--- config.mk ---
export PLATFORM = sky130hd
export DESIGN_NAME = stuck_fault_bist_flat
export DESIGN_NICKNAME = d
export VERILOG_FILES = /design/src/rtl/stuck_fault_bist_pkg.sv /design/src/rtl/stuck_fault_bist_if.sv /design/src/rtl/stuck_fault_bist_vec_gen.sv /design/src/rtl/stuck_fault_bist.sv /design/src/flat_wrapper.sv
export SDC_FILE = /design/constraint.sdc
export NUM_CORES = 1
export LEC_CHECK = 0
export CAP_MARGIN = 20
export CORE_AREA = 2 2 68 70
export DETAILED_ROUTE_END_ITERATION = 16
export DIE_AREA = 0 0 70 72
export PLACE_DENSITY = 0.78
export SKIP_CTS_REPAIR_TIMING = 1
export SYNTH_ARGS = -nofsm -noshare
export SYNTH_HDL_FRONTEND = slang
export SYNTH_SLANG_ARGS = --single-unit
--- constraint.sdc ---
create_clock -name clk -period 1.7 [get_ports clk]
set_input_delay 0.34 -clock clk [delete_from_list [all_inputs] [get_ports clk]]
set_output_delay 0.34 -clock clk [all_outputs]
set_load 0.01 [all_outputs]
--- src/rtl/stuck_fault_bist_pkg.sv ---
// Shared constants for the stuck-at BIST controller: FSM state codes, run modes
// and the fault-index decoding helpers.
package fault_bist_pkg;

    localparam logic [1:0] ST_IDLE = 2'd0;
    localparam logic [1:0] ST_LOAD = 2'd1;
    localparam logic [1:0] ST_RUN  = 2'd2;
    localparam logic [1:0] ST_DONE = 2'd3;

    typedef enum logic {
        MODE_SINGLE = 1'b0,
        MODE_SWEEP  = 1'b1
    } mode_e;

    // Fault index f encodes (site, stuck value) as f = 2*site + value.
    function automatic int unsigned fault_site(input int unsigned f);
        return f >> 1;
    endfunction

    function automatic logic fault_val(input int unsigned f);
        return f[0];
    endfunction

endpackage

--- src/rtl/stuck_fault_bist_if.sv ---
// Host-side register bundle of the BIST controller: run request, single-fault
// configuration and result readback.
interface bist_host_if #(
    parameter int N_IN    = 6,
    parameter int N_SITES = 4
);
    logic                   start;
    logic                   mode;
    logic [N_SITES-1:0]     fault_en_i;
    logic [N_SITES-1:0]     fault_val_i;
    logic                   busy;
    logic                   done;
    logic                   detected;
    logic [N_IN-1:0]        first_vec;
    logic [N_IN:0]          miss_cnt;
    logic [2*N_SITES-1:0]   coverage;

    modport master (
        output start, mode, fault_en_i, fault_val_i,
        input  busy, done, detected, first_vec, miss_cnt, coverage
    );

    modport slave (
        input  start, mode, fault_en_i, fault_val_i,
        output busy, done, detected, first_vec, miss_cnt, coverage
    );
endinterface

--- src/rtl/stuck_fault_bist_vec_gen.sv ---
// Exhaustive test-vector counter; last_o flags the all-ones vector so the
// controller can end a fault without the counter ever wrapping.
module bist_vec_gen #(
    parameter int N = 6
) (
    input  logic         clk,
    input  logic         rst_n,
    input  logic         clr_i,
    input  logic         en_i,
    output logic [N-1:0] vec_o,
    output logic         last_o
);
    logic [N-1:0] cnt_q;

    always_ff @(posedge clk or negedge rst_n) begin
        if (!rst_n) begin
            cnt_q <= '0;
        end else if (clr_i) begin
            cnt_q <= '0;
        end else if (en_i) begin
            cnt_q <= cnt_q + N'(1);
        end
    end

    assign vec_o  = cnt_q;
    assign last_o = &cnt_q;
endmodule

--- src/rtl/stuck_fault_bist.sv ---
// Stuck-at fault BIST controller: sweeps all CUT input vectors, compares golden
// and fault-forced CUT outputs, and reports single-fault or sweep coverage.
module stuck_fault_bist
    import fault_bist_pkg::*;
#(
    parameter int N_IN    = 6,
    parameter int N_SITES = 4
) (
    input  logic               clk,
    input  logic               rst_n,
    bist_host_if.slave         host,
    input  logic               y_golden,
    input  logic               y_faulty,
    output logic [N_IN-1:0]    vec_o,
    output logic [N_SITES-1:0] force_en_o,
    output logic [N_SITES-1:0] force_val_o
);
    localparam int N_FAULTS = 2 * N_SITES;
    localparam int FW       = $clog2(N_FAULTS);
    localparam logic [FW-1:0] LAST_FAULT = FW'(N_FAULTS - 1);

    logic [1:0]            state_q,     state_d;
    mode_e                 mode_q,      mode_d;
    logic [FW-1:0]         fault_q,     fault_d;
    logic [N_SITES-1:0]    en_q,        en_d;
    logic [N_SITES-1:0]    val_q,       val_d;
    logic                  detected_q,  detected_d;
    logic [N_IN-1:0]       first_vec_q, first_vec_d;
    logic [N_IN:0]         miss_cnt_q,  miss_cnt_d;
    logic [N_FAULTS-1:0]   coverage_q,  coverage_d;

    logic [N_IN-1:0]    vec;
    logic               last_vec;
    logic               mismatch;
    logic               end_fault;
    logic [N_SITES-1:0] sweep_en;
    logic [N_SITES-1:0] sweep_val;
    logic [N_SITES-1:0] load_en;
    logic [N_SITES-1:0] load_val;

    bist_vec_gen #(.N(N_IN)) u_vec_gen (
        .clk    (clk),
        .rst_n  (rst_n),
        .clr_i  (state_q != ST_RUN),
        .en_i   ((state_q == ST_RUN) && !end_fault),
        .vec_o  (vec),
        .last_o (last_vec)
    );

    // Sweep mode forces exactly one site, stuck at the low bit of the fault index.
    for (genvar gi = 0; gi < N_SITES; gi++) begin : g_sweep
        assign sweep_en[gi]  = (fault_site(32'(fault_q)) == gi);
        assign sweep_val[gi] = fault_val(32'(fault_q));
    end

    assign load_en   = (mode_q == MODE_SWEEP) ? sweep_en  : host.fault_en_i;
    assign load_val  = (mode_q == MODE_SWEEP) ? sweep_val : host.fault_val_i;
    assign mismatch  = y_golden ^ y_faulty;
    assign end_fault = last_vec || ((mode_q == MODE_SWEEP) && mismatch);

    always_comb begin
        state_d     = state_q;
        mode_d      = mode_q;
        fault_d     = fault_q;
        en_d        = en_q;
        val_d       = val_q;
        detected_d  = detected_q;
        first_vec_d = first_vec_q;
        miss_cnt_d  = miss_cnt_q;
        coverage_d  = coverage_q;
        case (state_q)
            ST_IDLE: begin
                if (host.start) begin
                    state_d     = ST_LOAD;
                    mode_d      = mode_e'(host.mode);
                    fault_d     = '0;
                    detected_d  = 1'b0;
                    first_vec_d = '0;
                    miss_cnt_d  = '0;
                    coverage_d  = '0;
                end
            end
            ST_LOAD: begin
                en_d    = load_en;
                val_d   = load_val;
                state_d = ST_RUN;
            end
            ST_RUN: begin
                if (mismatch) begin
                    if (mode_q == MODE_SINGLE) begin
                        miss_cnt_d = miss_cnt_q + (N_IN+1)'(1);
                        if (!detected_q) begin
                            detected_d  = 1'b1;
                            first_vec_d = vec;
                        end
                    end else begin
                        coverage_d[fault_q] = 1'b1;
                    end
                end
                if (end_fault) begin
                    if ((mode_q == MODE_SINGLE) || (fault_q == LAST_FAULT)) begin
                        state_d = ST_DONE;
                    end else begin
                        fault_d = fault_q + FW'(1);
                        state_d = ST_LOAD;
                    end
                end
            end
            default: state_d = ST_IDLE;
        endcase
    end

    always_ff @(posedge clk or negedge rst_n) begin
        if (!rst_n) begin
            state_q     <= ST_IDLE;
            mode_q      <= MODE_SINGLE;
            fault_q     <= '0;
            en_q        <= '0;
            val_q       <= '0;
            detected_q  <= 1'b0;
            first_vec_q <= '0;
            miss_cnt_q  <= '0;
            coverage_q  <= '0;
        end else begin
            state_q     <= state_d;
            mode_q      <= mode_d;
            fault_q     <= fault_d;
            en_q        <= en_d;
            val_q       <= val_d;
            detected_q  <= detected_d;
            first_vec_q <= first_vec_d;
            miss_cnt_q  <= miss_cnt_d;
            coverage_q  <= coverage_d;
        end
    end

    // Forcing is decoded from state so reset releases it without waiting for a clock.
    always_comb begin
        force_en_o  = '0;
        force_val_o = '0;
        if (state_q == ST_LOAD) begin
            force_en_o  = load_en;
            force_val_o = load_val;
        end else if (state_q == ST_RUN) begin
            force_en_o  = en_q;
            force_val_o = val_q;
        end
    end

    assign vec_o          = vec;
    assign host.busy      = (state_q != ST_IDLE);
    assign host.done      = (state_q == ST_DONE);
    assign host.detected  = detected_q;
    assign host.first_vec = first_vec_q;
    assign host.miss_cnt  = miss_cnt_q;
    assign host.coverage  = coverage_q;
endmodule
--- src/flat_wrapper.sv ---
// flat-port wrapper written by rule: the top's interface ports become plain ports
module stuck_fault_bist_flat import fault_bist_pkg::*;
#(
    parameter int N_IN    = 6,
    parameter int N_SITES = 4
)
  (clk, rst_n, y_golden, y_faulty, vec_o, force_en_o, force_val_o, host_start, host_mode, host_fault_en_i, host_fault_val_i, host_busy, host_done, host_detected, host_first_vec, host_miss_cnt, host_coverage);
  bist_host_if #(.N_IN(N_IN), .N_SITES(N_SITES)) host_i ();
  input  logic clk;
  input  logic rst_n;
  input  logic y_golden;
  input  logic y_faulty;
  output logic [N_IN-1:0] vec_o;
  output logic [N_SITES-1:0] force_en_o;
  output logic [N_SITES-1:0] force_val_o;
  input wire logic [$bits(host_i.start)-1:0] host_start;
  input wire logic [$bits(host_i.mode)-1:0] host_mode;
  input wire logic [$bits(host_i.fault_en_i)-1:0] host_fault_en_i;
  input wire logic [$bits(host_i.fault_val_i)-1:0] host_fault_val_i;
  output wire logic [$bits(host_i.busy)-1:0] host_busy;
  output wire logic [$bits(host_i.done)-1:0] host_done;
  output wire logic [$bits(host_i.detected)-1:0] host_detected;
  output wire logic [$bits(host_i.first_vec)-1:0] host_first_vec;
  output wire logic [$bits(host_i.miss_cnt)-1:0] host_miss_cnt;
  output wire logic [$bits(host_i.coverage)-1:0] host_coverage;
  assign host_i.start = host_start;
  assign host_i.mode = host_mode;
  assign host_i.fault_en_i = host_fault_en_i;
  assign host_i.fault_val_i = host_fault_val_i;
  assign host_busy = host_i.busy;
  assign host_done = host_i.done;
  assign host_detected = host_i.detected;
  assign host_first_vec = host_i.first_vec;
  assign host_miss_cnt = host_i.miss_cnt;
  assign host_coverage = host_i.coverage;
  stuck_fault_bist #(.N_IN(N_IN), .N_SITES(N_SITES)) u_core (.clk(clk), .rst_n(rst_n), .host(host_i), .y_golden(y_golden), .y_faulty(y_faulty), .vec_o(vec_o), .force_en_o(force_en_o), .force_val_o(force_val_o));
endmodule
* Word-level counts from Yosys, hierarchy flattened
Cells that the tools add are included.
** Cells by class
- Add/sub/neg operators :: 3
- $mul :: 0
- Div/mod/pow operators :: 0
- Magnitude comparators :: 2
- Equal/unequal tests :: 15
- Shift-type cells :: 0
- Muxes and demuxes :: 35
- Bitwise gates (word level) :: 3
- Reduce and logical (&&, ||, !) cells :: 18
** Operators with widths (number)
- $mux 6 :: 6
- $logic_not 32->1 :: 1
- $mux 4 :: 6
- $mux 8 :: 3
- $mux 7 :: 3
- $pmux 8 s2 :: 1
- $pmux 7 s2 :: 1
- $pmux 6 s2 :: 1
- $reduce_and 4->1 :: 3
- $ne 2x2->1 const B :: 5
- $mux 3 :: 3
- $eq 2x2->1 const B :: 4
- $or 8x8->8 :: 1
- $add 7x1->7 const B :: 1
- $add 6x1->6 const B :: 1
- $mux 2 :: 3
- $ne 2x1->1 const B :: 3
- $pmux 2 s3 :: 1
- $pmux 3 s2 :: 1
- $reduce_and 6->1 :: 1
- $reduce_bool 2->1 :: 3
- $reduce_and 5->1 :: 1
- $eq 2x1->1 const B :: 2
- $lt 3x4->1 const B :: 1
- other kinds (13) :: 20
** Word-level totals
- Register bits after elaboration :: 42
- Latch bits :: 0
- Memory bits (writable) :: 0
- Memory bits (read-only) :: 0
- Input bits :: 14
- Output and inout port bits :: 38
- Word-level logic and storage cells :: 86
- Memories kept :: 0

* Logic depth before layout (Yosys ltp)
Gate-level depths: netlist of run 1.
- Word-level depth :: 8
- Gate-level depth with buffers :: 5
- Depth with buffers taken out :: 5

* Modules after synthesis
Synthesis of run 1 repeated with hierarchy kept, for this count alone.
** Second synthesis, totals
- Cells, all modules :: 206
- Area, all modules :: 2079.5 um^2
** Modules (own cells, without submodules)
- stuck_fault_bist :: times used 1, cells an instance 178, area each 1798.0 um^2
- bist_vec_gen :: times used 1, cells an instance 28, area each 281.5 um^2

* Worst setup path after synthesis of run 1
OpenSTA, ideal clock, no wires.
- Path type :: register to register
- From :: reg u_core.u_vec_gen.cnt_q[0], in the netlist u_core.u_vec_gen.vec_o[0]
- To :: reg u_core.u_vec_gen.cnt_q[2], in the netlist u_core.u_vec_gen.vec_o[2]
- Setup time :: 0.120 ns
- Arrival :: 1.475 ns
- Data required time :: 1.580 ns
- Setup slack :: 0.105 ns
- Stages on the path, launching flop included :: 6
- Path buffers :: 0
- Cell sequence :: dfrtp_1 > ha_1 > and4_1 > a22oi_4 > a21oi_1 > a31o_2
** On the way
- Longest elaborated chain between the ends :: 5
** RTL lines
- start, declared :: line stuck_fault_bist_vec_gen.sv:13 : logic [N-1:0] cnt_q;
- start signal, assigned :: line stuck_fault_bist_vec_gen.sv:21 : cnt_q <= cnt_q + N'(1);
- branches (longest 5 deep; another with $add 6x1->6)
Parallel ways; which one is timed is not known. The select of a mux whose other input is x is not followed.
A chain may end at the register's enable or synchronous reset.

* Worst setup path in the final report of run 1
- From :: reg u_core.mode_q
- To :: out force_en_o[0]
** On the way
- Longest elaborated chain between the ends :: 2
** RTL lines
- start, declared :: line stuck_fault_bist.sv:23 : mode_e mode_q, mode_d;
- start signal, assigned :: line stuck_fault_bist.sv:126 : mode_q <= mode_d;
- $mux 4 :: line stuck_fault_bist.sv:56 : assign load_en = (mode_q == MODE_SWEEP) ? sweep_en : host.fault_en_i;
- $mux 4 :: line stuck_fault_bist.sv:141 : if (state_q == ST_LOAD) begin
- end, declared :: line flat_wrapper.sv:14 : output logic [N_SITES-1:0] force_en_o;
No other way between the ends.

==> flow_metrics.tcl, run 1 <==
set metrics [dict create \
    drc 0 \
    grt_pass1_vias 1812 \
    syn_avg_cell_area_um2 9.90 \
    cts_root_buffer "clkbuf_8" \
    cts.sinks 42 \
    tightest_slew_ps 503 \
    power.leakage_nw 1.63 \
    die_h_um 72 \
    setup_slack_ps -85.5 \
    clk_pin_slew_ps 70 \
    cpMaxStageDelayCell "dfrtp_1" \
    insertion_delay_ps 290 \
    antenna_found_initial 0 \
    crit_fanout 4 \
    cp_num_buf_inv 2 \
    slew_violations 0 \
    place_ws_ps -331 \
    netSwitchingFraction_pct 37.3 \
    pin_count 52 \
    grt_pass1_wl_mm 8.18 \
    cts_max_level 2 \
    required_ps 1360 \
    rsz0062_at_grt "yes" \
    max_freq_ghz 0.560 \
    viasPerCell 5.34 \
    grt-ovfl-total 0 \
    coreArea_um2 4260 \
    clkPwrFrac_pct 14.8 \
    vdd_ir_drop_max_mv 0.554 \
    vias 1895 \
    cts_buffers 5 \
    ant_nets 0 \
    crit_family "flip-flops" \
    finalCritPeriodShare_pct 105 \
    groute.usage.overall_pct 20.6 \
    firstDrtPassIters 4 \
    clockBufferDepth 2 \
    finalCriticalPeriod_ps 1790 \
    die_area_um2 5040 \
    cts_tree "done" \
    skew_ps 5.05 \
    regToRegSetupSlack_ps 40 \
    area_growth_pct 54.2 \
    combPwrFrac_pct 51.3 \
    outcome "complete, but fails checks" \
    ys_warn_count 0 \
    worst_setup_path_end_kind "output port" \
    hp-class "register to register" \
    startpoint_type "register" \
    power_frac_seq_pct 33.9 \
    num_rows 24 \
    hold_ws_ps 485 \
    wl_mm 5.46 \
    drive_gt1_share_pct 30.4 \
    slowest_delay_ps 440 \
    cp.arrival_ps 1450 \
    ys_seq_area_share_pct 51.3 \
    avgRoutedWirePerCell_um 15.4 \
    maxSlewHeadroom_pct 66.4 \
    ys_types 33 \
    hold_viol 0 \
    power.internal_mw 2.53 \
    start_util_pct 48.1 \
    post-dp-hpwl_mm 3.71 \
    gp_congestion 0.801 \
    antenna_cells 0 \
    setup_viol 7 \
    syn_nets 225 \
    violations "setup timing" \
    p_switching_mw 1.50 \
    drt_iter0_markers 85 \
    port_buffers 51 \
    power_density_nw_per_um2 1270 \
    die_w_um 70 \
    path_cells "buf_6, mux2i_2, nor2_2, a21o_1, clkbuf_2" \
    drv_cap 0 \
    postSynthCellCount 207 \
    nets 321 \
    critical_path_class "register to output port" \
    synthesis.area_um2 2050 \
    ys_ff_latch 42 \
    grt_max_degree 26 \
]
==> state kept, by name, indices dropped and copies added (netlist names) <==
| name | count |
|---|---|
| u_core.en_q | 4 |
| u_core.fault_q | 3 |
| u_core.host.coverage | 8 |
| u_core.host.detected | 1 |
| u_core.host.first_vec | 6 |
| u_core.host.miss_cnt | 7 |
| u_core.mode_q | 1 |
| u_core.state_q | 2 |
| u_core.u_vec_gen.vec_o | 6 |
| u_core.val_q | 4 |
==> per-stage QoR <==
step / power, mW / TNS (ps) / cells / utilization, % / area, um^2
after CTS: 3.80 / -5530 / 349 / 69.7 / 2970
after floorplan: 2.26 / 0 / 207 / - / 2050
after global placement: 3.15 / -5860 / 342 / 67.9 / 2900
after detailed placement: 3.20 / -6660 / 342 / 67.9 / 2900
after global routing: 4.27 / -935 / 355 / 74.1 / 3160
final: 4.03 / -364 / 355 / 74.1 / 3160
==> final timing paths <==
| path | from | to | cells past startpoint |
|---|---|---|---|
| max in group asynchronous | rst_n | u_core.fault_q[0] | 3 |
| hold reg to reg | u_core.en_q[2] | u_core.en_q[2] | 1 |
| hold / removal | u_core.en_q[2] | u_core.en_q[2] | 1 |
| setup / recovery | u_core.mode_q | force_en_o[0] | 5 |
| setup reg to reg | u_core.fault_q[1] | u_core.fault_q[1] | 6 |
| min in group asynchronous | rst_n | u_core.host.first_vec[2] | 2 |
==> power by group through the flow <==
stage	Sequential, mW	Clock [mW]	Combinational (mW)
2_1_floorplan	1.40	0	0.866
3_3_place_gp	1.35	0	1.80
3_5_place_dp	1.36	0	1.84
4_1_cts	1.34	0.609	1.86
5_1_grt	1.38	0.645	2.24
6_report	1.36	0.596	2.07
==> final cells by class <==
type	count	area, um^2
Fill cell	291	1100
Multi-Input combinational cell	152	1070
Sequential cell	42	1050
Timing Repair Buffer	98	876
Clock buffer	7	76.3
Tap cell	52	65.1
Inverter	4	15.0
==> metal layers <==
layer / part of all wire [%] / routed length (um) / global-route usage (%)
met5: 0 / 0 / 0
met3: 4.1 / 226 / 4.72
met1: 41 / 2250 / 26.3
met4: 1.8 / 100 / 5.98
met2: 53 / 2880 / 35.6
==> layout by cell type (no fill, tap or decap), types with 5 or more instances in the layout <==
| cell | count |
|---|---|
| clkbuf_2 | 6 |
| dfrtp_1 | 39 |
| clkbuf_8 | 5 |
| mux2i_1 | 6 |
| o21ai_0 | 12 |
| nor2_1 | 18 |
| a21oi_1 | 11 |
| clkdlybuf4s50_1 | 37 |
| buf_6 | 6 |
| dlymetal6s2s_1 | 6 |
| nand2_1 | 32 |
| a21o_1 | 18 |
| buf_4 | 39 |
==> synth_stat cells <==
library cell	number	area (um^2)
a22o_1	1	8.76
nand4_1	1	6.26
a221oi_1	1	8.76
a31o_2	1	8.76
nor3_4	1	16.3
buf_2	3	15.0
mux2_2	1	11.3
a211oi_1	3	22.5
nor2b_1	5	31.3
inv_1	4	15.0
xor2_2	1	16.3
dfrtp_1	42	1050
xnor2_1	3	26.3
nand3_1	5	25.0
mux2i_1	9	90.1
nor4_1	1	6.26
a31oi_1	3	18.8
buf_4	2	15.0
nand2_1	33	124
a21o_1	18	135
nor4_2	2	25.0
nor2_1	21	78.8
ha_1	4	50.1
and3_1	1	6.26
and4_1	1	8.76
clkbuf_1	4	15.0
nand2b_1	3	18.8
a21oi_1	16	80.1
nor3_2	2	20.0
and2_1	1	6.26
o21ai_0	12	60.1
a22oi_4	1	21.3
nor3b_1	1	7.51
==> cell families (layout without fill, tap and decap cells) <==
family                   Yosys count  in the layout  synth area share [%]
XOR/XNOR                           4              4                  2.08
AND/OR/NAND/NOR                   78             78                  18.6
buffers and inverters             13            109                  2.93
multiplexers                      10             10                  4.95
adder cells (fa/ha/maj)            4              4                  2.44
AO/OA/AOI/OAI                     56             56                  17.8
flip-flops                        42             42                  51.3
Power figures use the tool's default switching activity.
==> inputs of run 2 (changes only) <==
--- a/config.mk
+++ b/config.mk
@@ -6,10 +6,10 @@
 export NUM_CORES = 1
 export LEC_CHECK = 0
 export CAP_MARGIN = 20
-export CORE_AREA = 2 2 68 70
+export CORE_AREA = 2 2 72 74
 export DETAILED_ROUTE_END_ITERATION = 16
-export DIE_AREA = 0 0 70 72
-export PLACE_DENSITY = 0.78
+export DIE_AREA = 0 0 74 76
+export PLACE_DENSITY_LB_ADDON = 0.12
 export SKIP_CTS_REPAIR_TIMING = 1
 export SYNTH_ARGS = -nofsm -noshare
 export SYNTH_HDL_FRONTEND = slang
==> constraint.sdc (replaced) <==
create_clock -name clk -period 1.6 [get_ports clk]
set_input_delay 0.32 -clock clk [delete_from_list [all_inputs] [get_ports clk]]
set_output_delay 0.32 -clock clk [all_outputs]
set_load 0.01 [all_outputs]
==> run 2 against run 1 <==
  * Critical path depth unchanged
  * Setup slack got worse by 88 ps
  * Combinational power increased by 9%
  * Critical path type unchanged
  * The flow still finishes with violations (setup timing)
  * Sequential power increased by 5%
  * First-iteration DRC count decreased by 5.9%
  * Sequential cell count unchanged
  * Register-to-register slack got worse by 40 ps
  * Clock power increased by 20%
  * Sequential share of layout area decreased by 1.6 points
  * Power increased by 9.3%
  * Clock-buffer cell count unchanged
==> flow_metrics.tcl, run 2 (same netlist as run 1, synthesis figures left out) <==
set metrics [dict create \
    tightest_slew_ps 322 \
    drc 0 \
    violations "setup timing" \
    setup_slack_ps -174 \
    drv_cap 0 \
    slew_violations 0 \
    min_from "u_core.val_q[0]" \
    post-dp-hpwl_mm 3.49 \
    power.internal_mw 2.83 \
    drt_iter0_markers 80 \
    ant_nets 0 \
    drive_gt1_share_pct 32.9 \
    antenna_cells 0 \
    skew_ps 5.96 \
    worst_setup_path_end_kind "output port" \
    cts_max_level 2 \
    finalCritPeriodShare_pct 111 \
    largest_reg_flops 8 \
    setup_viol 8 \
    clkPwrFrac_pct 16.2 \
    startpoint_type "register" \
    cts_tree "done" \
    die_area_um2 5620 \
    viasPerCell 4.81 \
    cts_buffers 5 \
    required_ps 1280 \
    num_rows 26 \
    hp-class "register to register" \
    timing.hold.worst_endpoint "u_core.val_q[0]" \
    p_switching_mw 1.57 \
    regToRegSetupSlack_ps 0 \
    grt-ovfl-total 0 \
    r2r_start "u_core.fault_q[1]" \
    min_path_cells 1 \
    finalCriticalPeriod_ps 1770 \
    start_util_pct 41.7 \
    nets 333 \
    grt_max_degree 43 \
    groute.usage.overall_pct 18.6 \
    port_buffers 51 \
    rr_worst_depth 6 \
    cp.arrival_ps 1450 \
    vias 1858 \
    area_growth_pct 62.5 \
    vdd_ir_drop_max_mv 0.865 \
    netSwitchingFraction_pct 35.6 \
    final_area_um2 3330 \
    hold_viol 0 \
    maxSlewHeadroom_pct 78.5 \
    coreArea_um2 4910 \
    combPwrFrac_pct 51.3 \
    power_density_nw_per_um2 1320 \
    pin_count 52 \
    hold_ws_ps 483 \
    grt_pass1_vias 1852 \
    wl_mm 5.09 \
    final_cell_mix "buf_4, dfrtp_1, nand2_1" \
    power_frac_seq_pct 32.5 \
    grt_pass1_wl_mm 8.26 \
    cts_root_buffer "clkbuf_8" \
    fillCellCount 404 \
    max_freq_ghz 0.564 \
    place_ws_ps -372 \
    rsz0062_at_grt "yes" \
    insertion_delay_ps 300 \
    rr_endpoint "u_core.fault_q[1]" \
    clockBufferDepth 2 \
    firstDrtPassIters 5 \
    clk_pin_slew_ps 80 \
    layout_commonest_cell "buf_4" \
    cts.sinks 42 \
    die_w_um 74 \
    gp_congestion 0.830 \
    critical_path_class "register to output port" \
    placed_cell_area_um2 2950 \
    power.leakage_nw 1.92 \
    outcome "complete, but fails checks" \
    antenna_found_initial 0 \
    die_h_um 76 \
    avgRoutedWirePerCell_um 13.2 \
    crit_fanout 4 \
    final_util_pct 67.8 \
]
-- run 2: cell count changes in the layout (fill, tap and decap cells not counted), moves of 3 or more --
cell,change
dlymetal6s2s_1,+13
clkdlybuf4s50_1,-7
mux2i_2,-3
clkbuf_2,-5
buf_4,+13
-- run 2: how the worst max path moves through the flow --
stage	startpoint	endpoint	slack, ps	cells after the start
3_5_place_dp	host_fault_val_i[2]	force_val_o[2]	-370	5
5_1_grt	u_core.mode_q	force_en_o[2]	-250	5
3_3_place_gp	y_faulty	u_core.host.miss_cnt[0]	-370	6
2_1_floorplan	u_core.u_vec_gen.vec_o[0]	u_core.u_vec_gen.vec_o[2]	5	5
6_report	u_core.mode_q	force_en_o[0]	-170	5
4_1_cts	u_core.state_q[1]	force_en_o[2]	-600	5
-- run 2: per-stage QoR --
stage	total power, mW	TNS (ps)	instances
global route	4.70	-2110	386
finish	4.40	-1170	386
CTS	4.20	-5710	371
detailed placement	3.48	-10700	363
floorplan	2.41	0	207
global placement	3.45	-10400	363
-- run 2: cell type report --
cell class | instances | area, um^2 | share of cell area [%]
clock buffers | 7 | 86.3 | 2.59
clock inverters | 1 | 5.00 | 0.150
inverters | 4 | 15.0 | 0.451
multi-input cells | 152 | 1050 | 31.4
flip-flops and latches | 42 | 1060 | 31.7
well taps | 70 | 87.6 | 2.63
repair buffers | 110 | 1030 | 31.0
-- run 2: metal layers --
| layer | global-route usage [%] | share of wire (%) | up-vias |
|---|---|---|---|
| li1 | - | - | 929 |
| met1 | 23.5 | 45 | 875 |
| met2 | 30.8 | 49 | 47 |
| met3 | 5.03 | 5.3 | 7 |
| met4 | 5.45 | 1.0 | 0 |
| met5 | 0 | 0 | - |
-- run 2: power by group through the flow --
stage                     clock [mW]  combinational, mW  sequential [mW]
final                          0.715               2.26             1.43
after global routing           0.765               2.48             1.46
after CTS                      0.735               2.04             1.42
after detailed placement           0               2.04             1.44
after global placement             0               2.01             1.44
after floorplan                    0              0.920             1.49
-- run 2: critical path, stage by stage, from the launching register on --
cell and delay [ps]:
dfrtp_1 420, buf_6 150, mux2i_1 210, nor2_2 60, a21o_1 150, dlymetal6s2s_1 160
